## src/rtl/mem_access_stage_if.sv

```systemverilog
// rtl/mem_access_stage_if.sv - data-memory req/ack bus between the memory-access stage and data memory
//
// Ports (signals):
//   dmem_req_o    master->slave  bus request, held for the whole access
//   dmem_we_o     master->slave  1 = write
//   dmem_addr_o   master->slave  word-aligned byte address
//   dmem_wstrb_o  master->slave  byte-lane write strobes
//   dmem_wdata_o  master->slave  lane-replicated store data
//   dmem_ack_i    slave->master  access complete, dmem_rdata_i valid this cycle
//   dmem_rdata_i  slave->master  read word

interface mem_access_stage_if #(
    parameter int XLEN = 32
);
    logic            dmem_req_o;
    logic            dmem_we_o;
    logic [XLEN-1:0] dmem_addr_o;
    logic [3:0]      dmem_wstrb_o;
    logic [XLEN-1:0] dmem_wdata_o;
    logic            dmem_ack_i;
    logic [XLEN-1:0] dmem_rdata_i;

    modport master (
        output dmem_req_o,
        output dmem_we_o,
        output dmem_addr_o,
        output dmem_wstrb_o,
        output dmem_wdata_o,
        input  dmem_ack_i,
        input  dmem_rdata_i
    );

    modport slave (
        input  dmem_req_o,
        input  dmem_we_o,
        input  dmem_addr_o,
        input  dmem_wstrb_o,
        input  dmem_wdata_o,
        output dmem_ack_i,
        output dmem_rdata_i
    );
endinterface

```

## src/rtl/mem_access_stage.sv

```systemverilog
// rtl/mem_access_stage.sv - pipeline memory-access stage: one req/ack bus access per load/store
//
// Ports:
//   clk_i, rst_n         clock, asynchronous active-low reset
//   E_mem_read_i         held op is a load
//   E_mem_write_i        held op is a store
//   E_funct3_i           access size/sign (RISC-V encoding)
//   E_addr_i             byte address
//   E_wdata_i            store data
//   M_flush_i            current op is squashed
//   dmem                 data-memory bus (master side)
//   M_valM_o             registered load result
//   M_stall_o            freeze memory register and upstream
//   M_misalign_o         misaligned access detected, no bus traffic
//   M_bus_err_o          access timed out (one cycle, in DONE)

module mem_access_stage #(
    parameter int XLEN           = 32,
    parameter int TIMEOUT_CYCLES = 15
) (
    input  logic                 clk_i,
    input  logic                 rst_n,
    input  logic                 E_mem_read_i,
    input  logic                 E_mem_write_i,
    input  logic [2:0]           E_funct3_i,
    input  logic [XLEN-1:0]      E_addr_i,
    input  logic [XLEN-1:0]      E_wdata_i,
    input  logic                 M_flush_i,
    mem_access_stage_if.master   dmem,
    output logic [XLEN-1:0]      M_valM_o,
    output logic                 M_stall_o,
    output logic                 M_misalign_o,
    output logic                 M_bus_err_o
);

    localparam logic [1:0] ST_IDLE = 2'd0;
    localparam logic [1:0] ST_WAIT = 2'd1;
    localparam logic [1:0] ST_DONE = 2'd2;

    localparam logic [7:0] CNT_LAST = 8'(TIMEOUT_CYCLES - 1);

    logic [1:0] state_q;
    logic [7:0] cnt_q;

    // Attributes of the access in flight, captured at launch so load
    // extraction does not depend on the execute register afterwards.
    logic       is_read_q;
    logic       is_byte_q;
    logic       is_half_q;
    logic       is_unsigned_q;
    logic [1:0] off_q;
    logic       flushed_q;

    logic       is_byte;
    logic       is_half;
    logic       misaligned;
    logic       mem_op;
    logic       op;
    logic       launch;
    logic       flushed_now;
    logic [3:0]      wstrb_n;
    logic [XLEN-1:0] wdata_n;
    logic [7:0]      lane_b;
    logic [15:0]     lane_h;
    logic [XLEN-1:0] load_ext;

    // Store funct3 100/101 are undefined and fall back to word size, while
    // for loads they are the unsigned byte/half variants.
    assign is_byte = (E_funct3_i == 3'b000) | (E_mem_read_i & (E_funct3_i == 3'b100));
    assign is_half = (E_funct3_i == 3'b001) | (E_mem_read_i & (E_funct3_i == 3'b101));

    assign misaligned = (is_half & E_addr_i[0]) |
                        (~is_byte & ~is_half & (E_addr_i[1:0] != 2'b00));

    assign mem_op       = E_mem_read_i | E_mem_write_i;
    assign op           = mem_op & ~misaligned;
    assign launch       = (state_q == ST_IDLE) & op & ~M_flush_i;
    assign M_misalign_o = mem_op & misaligned;
    assign M_stall_o    = launch | (state_q == ST_WAIT);

    // A flush seen in any WAIT cycle, including the completing one,
    // squashes the result and any error report.
    assign flushed_now = flushed_q | M_flush_i;

    always_comb begin
        wstrb_n = 4'b1111;
        wdata_n = E_wdata_i;
        if (is_byte) begin
            wstrb_n = 4'b0001 << E_addr_i[1:0];
            wdata_n = {4{E_wdata_i[7:0]}};
        end else if (is_half) begin
            wstrb_n = E_addr_i[1] ? 4'b1100 : 4'b0011;
            wdata_n = {2{E_wdata_i[15:0]}};
        end
    end

    assign lane_b = dmem.dmem_rdata_i[{off_q, 3'b000} +: 8];
    assign lane_h = off_q[1] ? dmem.dmem_rdata_i[31:16] : dmem.dmem_rdata_i[15:0];

    always_comb begin
        load_ext = dmem.dmem_rdata_i;
        if (is_byte_q) begin
            load_ext = is_unsigned_q ? {{(XLEN-8){1'b0}}, lane_b}
                                     : {{(XLEN-8){lane_b[7]}}, lane_b};
        end else if (is_half_q) begin
            load_ext = is_unsigned_q ? {{(XLEN-16){1'b0}}, lane_h}
                                     : {{(XLEN-16){lane_h[15]}}, lane_h};
        end
    end

    always_ff @(posedge clk_i or negedge rst_n) begin
        if (!rst_n) begin
            state_q           <= ST_IDLE;
            cnt_q             <= 8'd0;
            is_read_q         <= 1'b0;
            is_byte_q         <= 1'b0;
            is_half_q         <= 1'b0;
            is_unsigned_q     <= 1'b0;
            off_q             <= 2'b00;
            flushed_q         <= 1'b0;
            dmem.dmem_req_o   <= 1'b0;
            dmem.dmem_we_o    <= 1'b0;
            dmem.dmem_addr_o  <= '0;
            dmem.dmem_wstrb_o <= 4'b0000;
            dmem.dmem_wdata_o <= '0;
            M_valM_o          <= '0;
            M_bus_err_o       <= 1'b0;
        end else begin
            case (state_q)
                ST_IDLE: begin
                    if (launch) begin
                        state_q           <= ST_WAIT;
                        cnt_q             <= 8'd0;
                        is_read_q         <= E_mem_read_i;
                        is_byte_q         <= is_byte;
                        is_half_q         <= is_half;
                        is_unsigned_q     <= E_funct3_i[2];
                        off_q             <= E_addr_i[1:0];
                        flushed_q         <= 1'b0;
                        dmem.dmem_req_o   <= 1'b1;
                        dmem.dmem_we_o    <= E_mem_write_i;
                        dmem.dmem_addr_o  <= {E_addr_i[XLEN-1:2], 2'b00};
                        dmem.dmem_wstrb_o <= E_mem_write_i ? wstrb_n : 4'b0000;
                        dmem.dmem_wdata_o <= wdata_n;
                    end
                end
                ST_WAIT: begin
                    flushed_q <= flushed_now;
                    if (dmem.dmem_ack_i) begin
                        state_q         <= ST_DONE;
                        dmem.dmem_req_o <= 1'b0;
                        M_valM_o        <= (is_read_q & ~flushed_now) ? load_ext : '0;
                    end else if (cnt_q == CNT_LAST) begin
                        state_q         <= ST_DONE;
                        dmem.dmem_req_o <= 1'b0;
                        M_valM_o        <= '0;
                        M_bus_err_o     <= ~flushed_now;
                    end else begin
                        cnt_q <= cnt_q + 8'd1;
                    end
                end
                ST_DONE: begin
                    state_q     <= ST_IDLE;
                    M_bus_err_o <= 1'b0;
                end
                default: begin
                    state_q <= ST_IDLE;
                end
            endcase
        end
    end

endmodule

```

## src/flat_wrapper.sv

```systemverilog
// flat-port wrapper written by rule: the top's interface ports become plain ports
module mem_access_stage_flat 
#(
    parameter int XLEN           = 32,
    parameter int TIMEOUT_CYCLES = 15
)
  (clk_i, rst_n, E_mem_read_i, E_mem_write_i, E_funct3_i, E_addr_i, E_wdata_i, M_flush_i, M_valM_o, M_stall_o, M_misalign_o, M_bus_err_o, dmem_dmem_req_o, dmem_dmem_we_o, dmem_dmem_addr_o, dmem_dmem_wstrb_o, dmem_dmem_wdata_o, dmem_dmem_ack_i, dmem_dmem_rdata_i);
  mem_access_stage_if #(.XLEN(XLEN)) dmem_i ();
  input  logic clk_i;
  input  logic rst_n;
  input  logic E_mem_read_i;
  input  logic E_mem_write_i;
  input  logic [2:0] E_funct3_i;
  input  logic [XLEN-1:0] E_addr_i;
  input  logic [XLEN-1:0] E_wdata_i;
  input  logic M_flush_i;
  output logic [XLEN-1:0] M_valM_o;
  output logic M_stall_o;
  output logic M_misalign_o;
  output logic M_bus_err_o;
  output wire logic [$bits(dmem_i.dmem_req_o)-1:0] dmem_dmem_req_o;
  output wire logic [$bits(dmem_i.dmem_we_o)-1:0] dmem_dmem_we_o;
  output wire logic [$bits(dmem_i.dmem_addr_o)-1:0] dmem_dmem_addr_o;
  output wire logic [$bits(dmem_i.dmem_wstrb_o)-1:0] dmem_dmem_wstrb_o;
  output wire logic [$bits(dmem_i.dmem_wdata_o)-1:0] dmem_dmem_wdata_o;
  input wire logic [$bits(dmem_i.dmem_ack_i)-1:0] dmem_dmem_ack_i;
  input wire logic [$bits(dmem_i.dmem_rdata_i)-1:0] dmem_dmem_rdata_i;
  assign dmem_dmem_req_o = dmem_i.dmem_req_o;
  assign dmem_dmem_we_o = dmem_i.dmem_we_o;
  assign dmem_dmem_addr_o = dmem_i.dmem_addr_o;
  assign dmem_dmem_wstrb_o = dmem_i.dmem_wstrb_o;
  assign dmem_dmem_wdata_o = dmem_i.dmem_wdata_o;
  assign dmem_i.dmem_ack_i = dmem_dmem_ack_i;
  assign dmem_i.dmem_rdata_i = dmem_dmem_rdata_i;
  mem_access_stage #(.XLEN(XLEN), .TIMEOUT_CYCLES(TIMEOUT_CYCLES)) u_core (.clk_i(clk_i), .rst_n(rst_n), .E_mem_read_i(E_mem_read_i), .E_mem_write_i(E_mem_write_i), .E_funct3_i(E_funct3_i), .E_addr_i(E_addr_i), .E_wdata_i(E_wdata_i), .M_flush_i(M_flush_i), .dmem(dmem_i), .M_valM_o(M_valM_o), .M_stall_o(M_stall_o), .M_misalign_o(M_misalign_o), .M_bus_err_o(M_bus_err_o));
endmodule
```

## config.mk

```make
export PLATFORM = sky130hd
export DESIGN_NAME = mem_access_stage_flat
export DESIGN_NICKNAME = d
export VERILOG_FILES = /design/src/rtl/mem_access_stage_if.sv /design/src/rtl/mem_access_stage.sv /design/src/flat_wrapper.sv
export SDC_FILE = /design/constraint.sdc
export NUM_CORES = 1
export LEC_CHECK = 0
export CAP_MARGIN = 20
export CORE_MARGIN = 2
export CORE_UTILIZATION = 40
export CTS_BUF_LIST = sky130_fd_sc_hd__clkbuf_16
export DETAILED_ROUTE_END_ITERATION = 16
export PLACE_DENSITY = 0.87
export SETUP_SLACK_MARGIN = 0.15
export SLEW_MARGIN = 20
export SYNTH_ARGS = -nofsm -noshare
export SYNTH_HDL_FRONTEND = slang
export SYNTH_SLANG_ARGS = --single-unit
```

## constraint.sdc

```tcl
create_clock -name clk_i -period 1.7 [get_ports clk_i]
set_clock_uncertainty 0.05 [all_clocks]
set_input_delay 0.17 -clock clk_i [delete_from_list [all_inputs] [get_ports clk_i]]
set_output_delay 0.17 -clock clk_i [all_outputs]
set_load 0.005 [all_outputs]
```

==> results of run 1 <==
## worst min path at each step
stage | startpoint | endpoint | slack [ns]
finish | E_funct3_i[2] | u_core.is_unsigned_q | 0.14
global route | E_funct3_i[2] | u_core.is_unsigned_q | 0.16
CTS | rst_n | u_core.cnt_q[4] | 0.18
detailed placement | rst_n | u_core.cnt_q[4] | 0.07
global placement | rst_n | u_core.cnt_q[4] | 0.07
floorplan | rst_n | u_core.M_bus_err_o | -0.18
## cell type report
cell class                      count  area (µm²)
Timing Repair Buffer              328        3520
Fill cell                         787        3510
Sequential cell                   118        2950
Multi-Input combinational cell    279        2920
Clock buffer                       17         425
Clock inverter                     15         235
Tap cell                          180         225
Inverter                           11        41.3
## worst reg2reg max path, cell delays in order (launching register included)
cell and delay, ns:
dfrtp_1 0.38, inv_1 0.06, ha_1 0.13, or4b_4 0.49, o21bai_4 0.22, buf_6 0.13
a221oi_1 0.06, buf_4 0.17, mux2i_1 0.16
## power by group
part           internal, mW  switching, mW  leakage (nW)
Sequential             4.12          0.927          1.48
Clock                  2.73           1.33         0.310
Combinational          4.86           2.69          3.34
Total                  11.7           4.95          5.12
## through the flow
stage	cells	instance area, µm²
2_1_floorplan	437	5920
3_3_place_gp	868	8690
3_5_place_dp	868	8690
4_1_cts	926	9870
5_1_grt	948	10300
6_report	948	10300
## sequential cells by signal, indices dropped and copies added (netlist names), 2 cells and up
register,cells
u_core.dmem.dmem_wdata_o,32
u_core.state_q,2
u_core.M_valM_o,32
u_core.dmem.dmem_wstrb_o,4
u_core.off_q,2
u_core.cnt_q,8
u_core.dmem.dmem_addr_o,30
## layer usage
metal | GRT usage | vias to the layer above | wire length [µm]
li1 | - | 2250 | -
met1 | 0.312 | 2545 | 7610
met2 | 0.444 | 288 | 10400
met3 | 0.0697 | 64 | 1420
met4 | 0.126 | 0 | 811
met5 | 0 | - | 0
## cells by family after synthesis
logic type	share of synthesized area
AOI/OAI and AO/OA	0.117
muxes	0.258
adders and majority gates	0.00443
buffers and inverters	0.0356
DFF	0.522
other	0.000663
xor gates and xnor gates	0.00620
and+or+nand+nor	0.0564
## what timing repair did
| item | CTS | global route |
|---|---|---|
| hold buffers | 1 | 0 |
| hold endpoints to repair | 73 | 0 |
| pin swaps | 9 | 7 |
| setup buffers | 20 | 20 |
| setup endpoints to repair | 133 | 174 |
| gates resized for setup | 99 | 72 |
| cloned | 5 | 2 |
## synthesized netlist by cell type (2+ instances only)
library cell	count	share of area
dfrtp_1	118	0.52
mux2_2	91	0.18
a21oi_1	34	0.030
o2bb2ai_1	24	0.037
nor2_1	18	0.012
buf_2	17	0.015
mux2i_1	15	0.027
and3_1	9	0.010
inv_1	9	0.0060
mux2_1	9	0.018
a211oi_1	8	0.011
a22o_1	8	0.012
mux4_2	8	0.032
nand2_1	7	0.0046
o21ai_0	6	0.0053
buf_4	4	0.0053
clkbuf_1	4	0.0027
nor3_1	4	0.0035
nor2b_1	3	0.0033
xnor2_1	3	0.0046
buf_1	2	0.0013
buf_6	2	0.0040
clkinv_1	2	0.0013
ha_1	2	0.0044
nand2b_1	2	0.0022
nand3_1	2	0.0018
or3_1	2	0.0022
==> summary.md, run 1 <==
| Metric | Value |
|---|---|
| Worst R2R Path Depth | 8 |
| Worst EP arrival | 2.21 ns |
| Critical path type | reg -> reg |
| Run status | finished, violations left |
| Avg Inst Size Synth | 13.0 µm² |
| CTS HTree Levels | 4 |
| CTS root buffer | clkbuf_16 |
| Commonest non-fill, non-tap cell in the layout | clkdlybuf4s50_1 |
| Register area share after synthesis | 0.522 |
| Crit path launch | u_core.cnt_q[0] |
| Setup WS pre-CTS | -0.465 ns |
| RSZ-0062 raised after global routing | true |
| First-pass GRT wire length | 29,700 µm |
| Worst r2r src | u_core.cnt_q[0] |
| Dpl hpwl | 12,600 µm |
| PwrDens | 1610 nW/µm² |
| Initial drt markers | 375 |
| CP top delay family | simple AND/OR/NAND/NOR gates |
| CP Max Fanout | 3 |
| Finish-stage setup viols | 115 |
| R2R Setup Slk | -0.22 ns |
| Pins Over Slew Limit | 0 |
| Main synth FF type | dfrtp_1 |
| Post-Syn Area | 5650 µm² |
| Die Width | 123 µm |
| Synth Register Bits | 118 |
| Failing checks | setup timing |
| Largest net degree at the start of global routing | 42 |
| Routed len/inst | about 21 µm |
| Fmax | 0.520 GHz |
| Die height | 123 µm |
| CTS sink cnt | 118 |
| Reg-to-reg critical path endpoint | u_core.cnt_q[0] |
| Warnings from Yosys | 0 |
| Fin util | 0.746 |
| Hold Slack | ~0.14 ns |
| Total Power | 16.7 mW |
| Ys async rst share | 1.00 |
| Nets | 862 |
| Ant. Diodes | 0 |
| Area Overhead vs Synth | 82.6% |
| Max-cap violation count | 0 |
| Die footprint | 15,100 µm² |
| Fin. Hold Viols | 0 |
| Hold Path Class | in -> reg |
| Detailed Routing Iterations Pass 1 | 5 |
| Minimum clock period | approximately 1.9 ns |
| Drc violations | 0 |
| Initial antenna violation count | 0 |
| Worst Setup End Kind | register |
| Synth Instances | roughly 440 |
| VDD IR-drop max | ~0.00093 V |
| CTS tree | yes |
| Hold path depth | 3 |
| Antenna Nets Post-Route | 0 |
| Vias per inst | 5.43 |
| Setup TNS | -16.71 ns |
| CP Depth | 8 |
| Most frequent cells in the layout | clkdlybuf4s50_1 (133), dfrtp_1 (118), buf_4 (73) |
| Routed WL | 20,300 µm |
| CTS Buffer Depth | 2 |
| Startpoint types | register |
| Required @ worst endpoint | 1.99 ns |
| Crit path setup slack, layout | -0.221 ns |
| Worst-path clk slew | 0.05 ns |
| Setup crit end | u_core.cnt_q[0] |
| Synth unique cells | 50 |
| Cells along the critical path | inv_1 > ha_1 > or4b_4 > o21bai_4 > buf_6 > a221oi_1 > buf_4 > mux2i_1 |
| CP max stage delay | 0.49 ns |
| Gr ovfl total | 0 |
| Period utilization | 1.13 |
| Post-synth EDFFs | 0 |
| Routed vias | 5,147 |
| Port bufs | 207 |
| Share of cells above drive strength 1 | 0.383 |
| TritonCTS Buffers | 17 |
| Core area | 13,800 µm² |
| # rows | 43 |
| Initial core utilization | 0.409 |
| Critical path buffers and inverters | 3 |
| Critical-path top delay cell | or4b_4 |
| I/O Pins | 210 |
| Number of global-route vias before repair | 5,446 |
| GR Util All Layers | 0.264 |
| GP Congestion | 0.826 |
| Clk_lat worst skew | approximately 0.42 ns |
| Leakage | 5.12 nW |
No activity file was read; power rests on OpenSTA's default activity.
==> run 2, diff against run 1 <==
CORE_UTILIZATION = 57   (was 40)
DONT_BUFFER_PORTS = 1   (was default)
PLACE_DENSITY = 0.86   (was 0.87)
==> run 2 against run 1 <==
Net effect: the run ends with hold timing, setup timing left; non-clock buffer count is 176 lower; sequential power is 8.3% higher; largest cell class is now multi-input gates; worst setup slack worse by 0.0060 ns; total power is 19% lower; largest power group is now registers; critical path type unchanged; first-iteration DRC count is 13% lower.
==> summary.md, run 2 (synthesis gave the netlist of run 1 again) <==
| Metric | Value |
|---|---|
| Die Width | 104 µm (-16%) |
| Regs by FF count | u_core.M_valM_o: 32 flops, u_core.dmem.dmem_wdata_o: 32 flops, u_core.dmem.dmem_addr_o: 30 flops |
| Minimum clock period | 1.93 ns (+0.00602 ns) |
| Nets | 688 (-20%) |
| Hold Path Class | in -> async |
| # rows | 36 (-16%) |
| Period utilization | 1.13 (+0.00354) |
| CTS tree | yes |
| Vias per inst | 6.42 (+18%) |
| Gr ovfl total | 0 (unchanged) |
| Commonest non-fill, non-tap cell in the layout | dfrtp_1 |
| Fin. Hold Viols | 118 (+118) |
| Crit path setup slack, layout | -0.227 ns (-0.00602 ns) |
| # placed instances | 581 (-33%) |
| Port bufs | 0 (-100%) |
| Area Overhead vs Synth | 47.0% |
| CTS sink cnt | 118 (unchanged) |
| Ant. Diodes | 0 (unchanged) |
| TritonCTS Buffers | 17 (unchanged) |
| Routed vias | 4,669 (-9.3%) |
| PwrDens | 1630 nW/µm² (+1.2%) |
| Die height | 104 µm (-16%) |
| Worst Setup End Kind | register |
| Die footprint | 10,700 µm² (-29%) |
| Share of cells above drive strength 1 | 0.396 (+0.0128) |
| Hold Slack | -0.584 ns (-0.728 ns) |
| Worst EP arrival | 2.15 ns (-0.06 ns) |
| Most frequent cells in the layout | dfrtp_1 (118), dlygate4sd3_1 (91), mux2_4 (68) |
| First-pass GRT wire length | 29,500 µm (-0.97%) |
| CTS Buffer Depth | 2 (unchanged) |
| Finish-stage setup viols | 116 (+0.87%) |
| Startpoint types | register |
| Leakage | 3.67 nW (-28%) |
| Run status | finished, violations left |
| Worst-path clk slew | 0.05 ns (about the same) |
| Failing checks | hold timing, setup timing |
| Dpl hpwl | 10,300 µm (-19%) |
| Detailed Routing Iterations Pass 1 | 5 (unchanged) |
| Routed len/inst | 27.3 µm (+28%) |
| VDD IR-drop max | 0.000931 V (-0.16%) |
| Clk_lat worst skew | 0.40 ns (-0.02 ns) |
| CTS HTree Levels | 4 (unchanged) |
| Routed WL | 19,900 µm (-1.8%) |
| Non-filler instance count after layout | 727 (-23%) |
| Max-cap violation count | 0 (unchanged) |
| CP Max Fanout | 8 (+5) |
| Required @ worst endpoint | 1.93 ns (-0.06 ns) |
| Critical path type | reg -> reg |
| I/O Pins | 210 (unchanged) |
| Initial core utilization | 0.584 (+0.175) |
| RSZ-0062 raised after global routing | true |
| Drc violations | 0 (unchanged) |
| Antenna Nets Post-Route | 0 (unchanged) |
| GP Congestion | 0.912 (+10%) |
| CTS root buffer | clkbuf_16 |
| Pins Over Slew Limit | 0 (unchanged) |
| Initial antenna violation count | 0 (unchanged) |
| Fmax | 0.519 GHz (-0.31%) |
| GR Util All Layers | 0.359 (+0.0953) |
| Initial drt markers | 328 (-13%) |
| Number of global-route vias before repair | 5,192 (-4.7%) |
| Largest net degree at the start of global routing | 119 (+180%) |
| Core area | 9680 µm² (-30%) |
| CTS hold repair buffers | 91 (+90) |
==> run 2: critical path, stage by stage (launching register included) <==
cell and delay [ns]:
dfrtp_1 0.40, nor3_2 0.24, nand2_1 0.15, a21oi_4 0.24, buf_12 0.15, buf_16 0.13, buf_12 0.14, mux2_4 0.32
==> run 2: cell type report <==
cell class | count | area [µm²]
Clock buffer | 17 | 425
Clock inverter | 15 | 118
Fill cell | 410 | 1370
Inverter | 11 | 41.3
Multi-Input combinational cell | 281 | 2970
Sequential cell | 118 | 2950
Tap cell | 133 | 166
Timing Repair Buffer | 152 | 1640
==> run 2: what timing repair did <==
action,4_1_cts,5_1_grt
gates resized for setup,60,21
setup endpoints to repair,114,119
buffers inserted,13,5
cloned,5,0
pin swaps,13,7
hold endpoints to repair,212,118
==> run 2: final timing paths <==
path | from | end | slack, ns | cells past startpoint
min in group clk_i | E_wdata_i[1] | u_core.dmem.dmem_wdata_o[9] | 0.01 | 2
worst min register to register | u_core.flushed_q | u_core.flushed_q | 0.45 | 2
max in group asynchronous | rst_n | u_core.dmem.dmem_we_o | 1.98 | 0
worst min-delay path | rst_n | u_core.M_valM_o[10] | -0.58 | 0
worst max-delay path | u_core.state_q[0] | u_core.dmem.dmem_addr_o[13] | -0.23 | 7
worst max register to register | u_core.state_q[0] | u_core.dmem.dmem_addr_o[13] | -0.23 | 7
==> run 2: layer usage <==
layer / part of all wire / GRT usage / up-vias
met5: 0 / 0 / -
met4: 0.050 / 0.184 / 0
met3: 0.11 / 0.140 / 94
met1: 0.34 / 0.398 / 2286
li1: - / - / 1902
met2: 0.50 / 0.601 / 387
==> run 2: power by group <==
part / switching (mW) / internal [mW] / leakage [nW]
sequential: 1.35 / 4.12 / 1.48
clock: 1.34 / 1.99 / 0.263
combinational: 1.95 / 2.82 / 1.93
==> run 2: through the flow <==
step	power (mW)	area, µm²	TNS (ns)	setup WS, ns	utilization
6_report	13.6	8310	-17.69	-0.227	0.858
4_1_cts	13.0	8170	-9.00	-0.191	0.844
5_1_grt	14.0	8310	-22.93	-0.267	0.858
3_5_place_dp	8.99	6240	-7.13	-0.263	0.644
2_1_floorplan	7.90	5920	-2.33	-0.119	-
3_3_place_gp	8.74	6240	-3.03	-0.162	0.644
==> run 3, diff against run 2 <==
CAP_MARGIN = 10   (was 20)
==> results of run 3 <==
No change in the layout: final DEF, timing and power equal those of run 2.
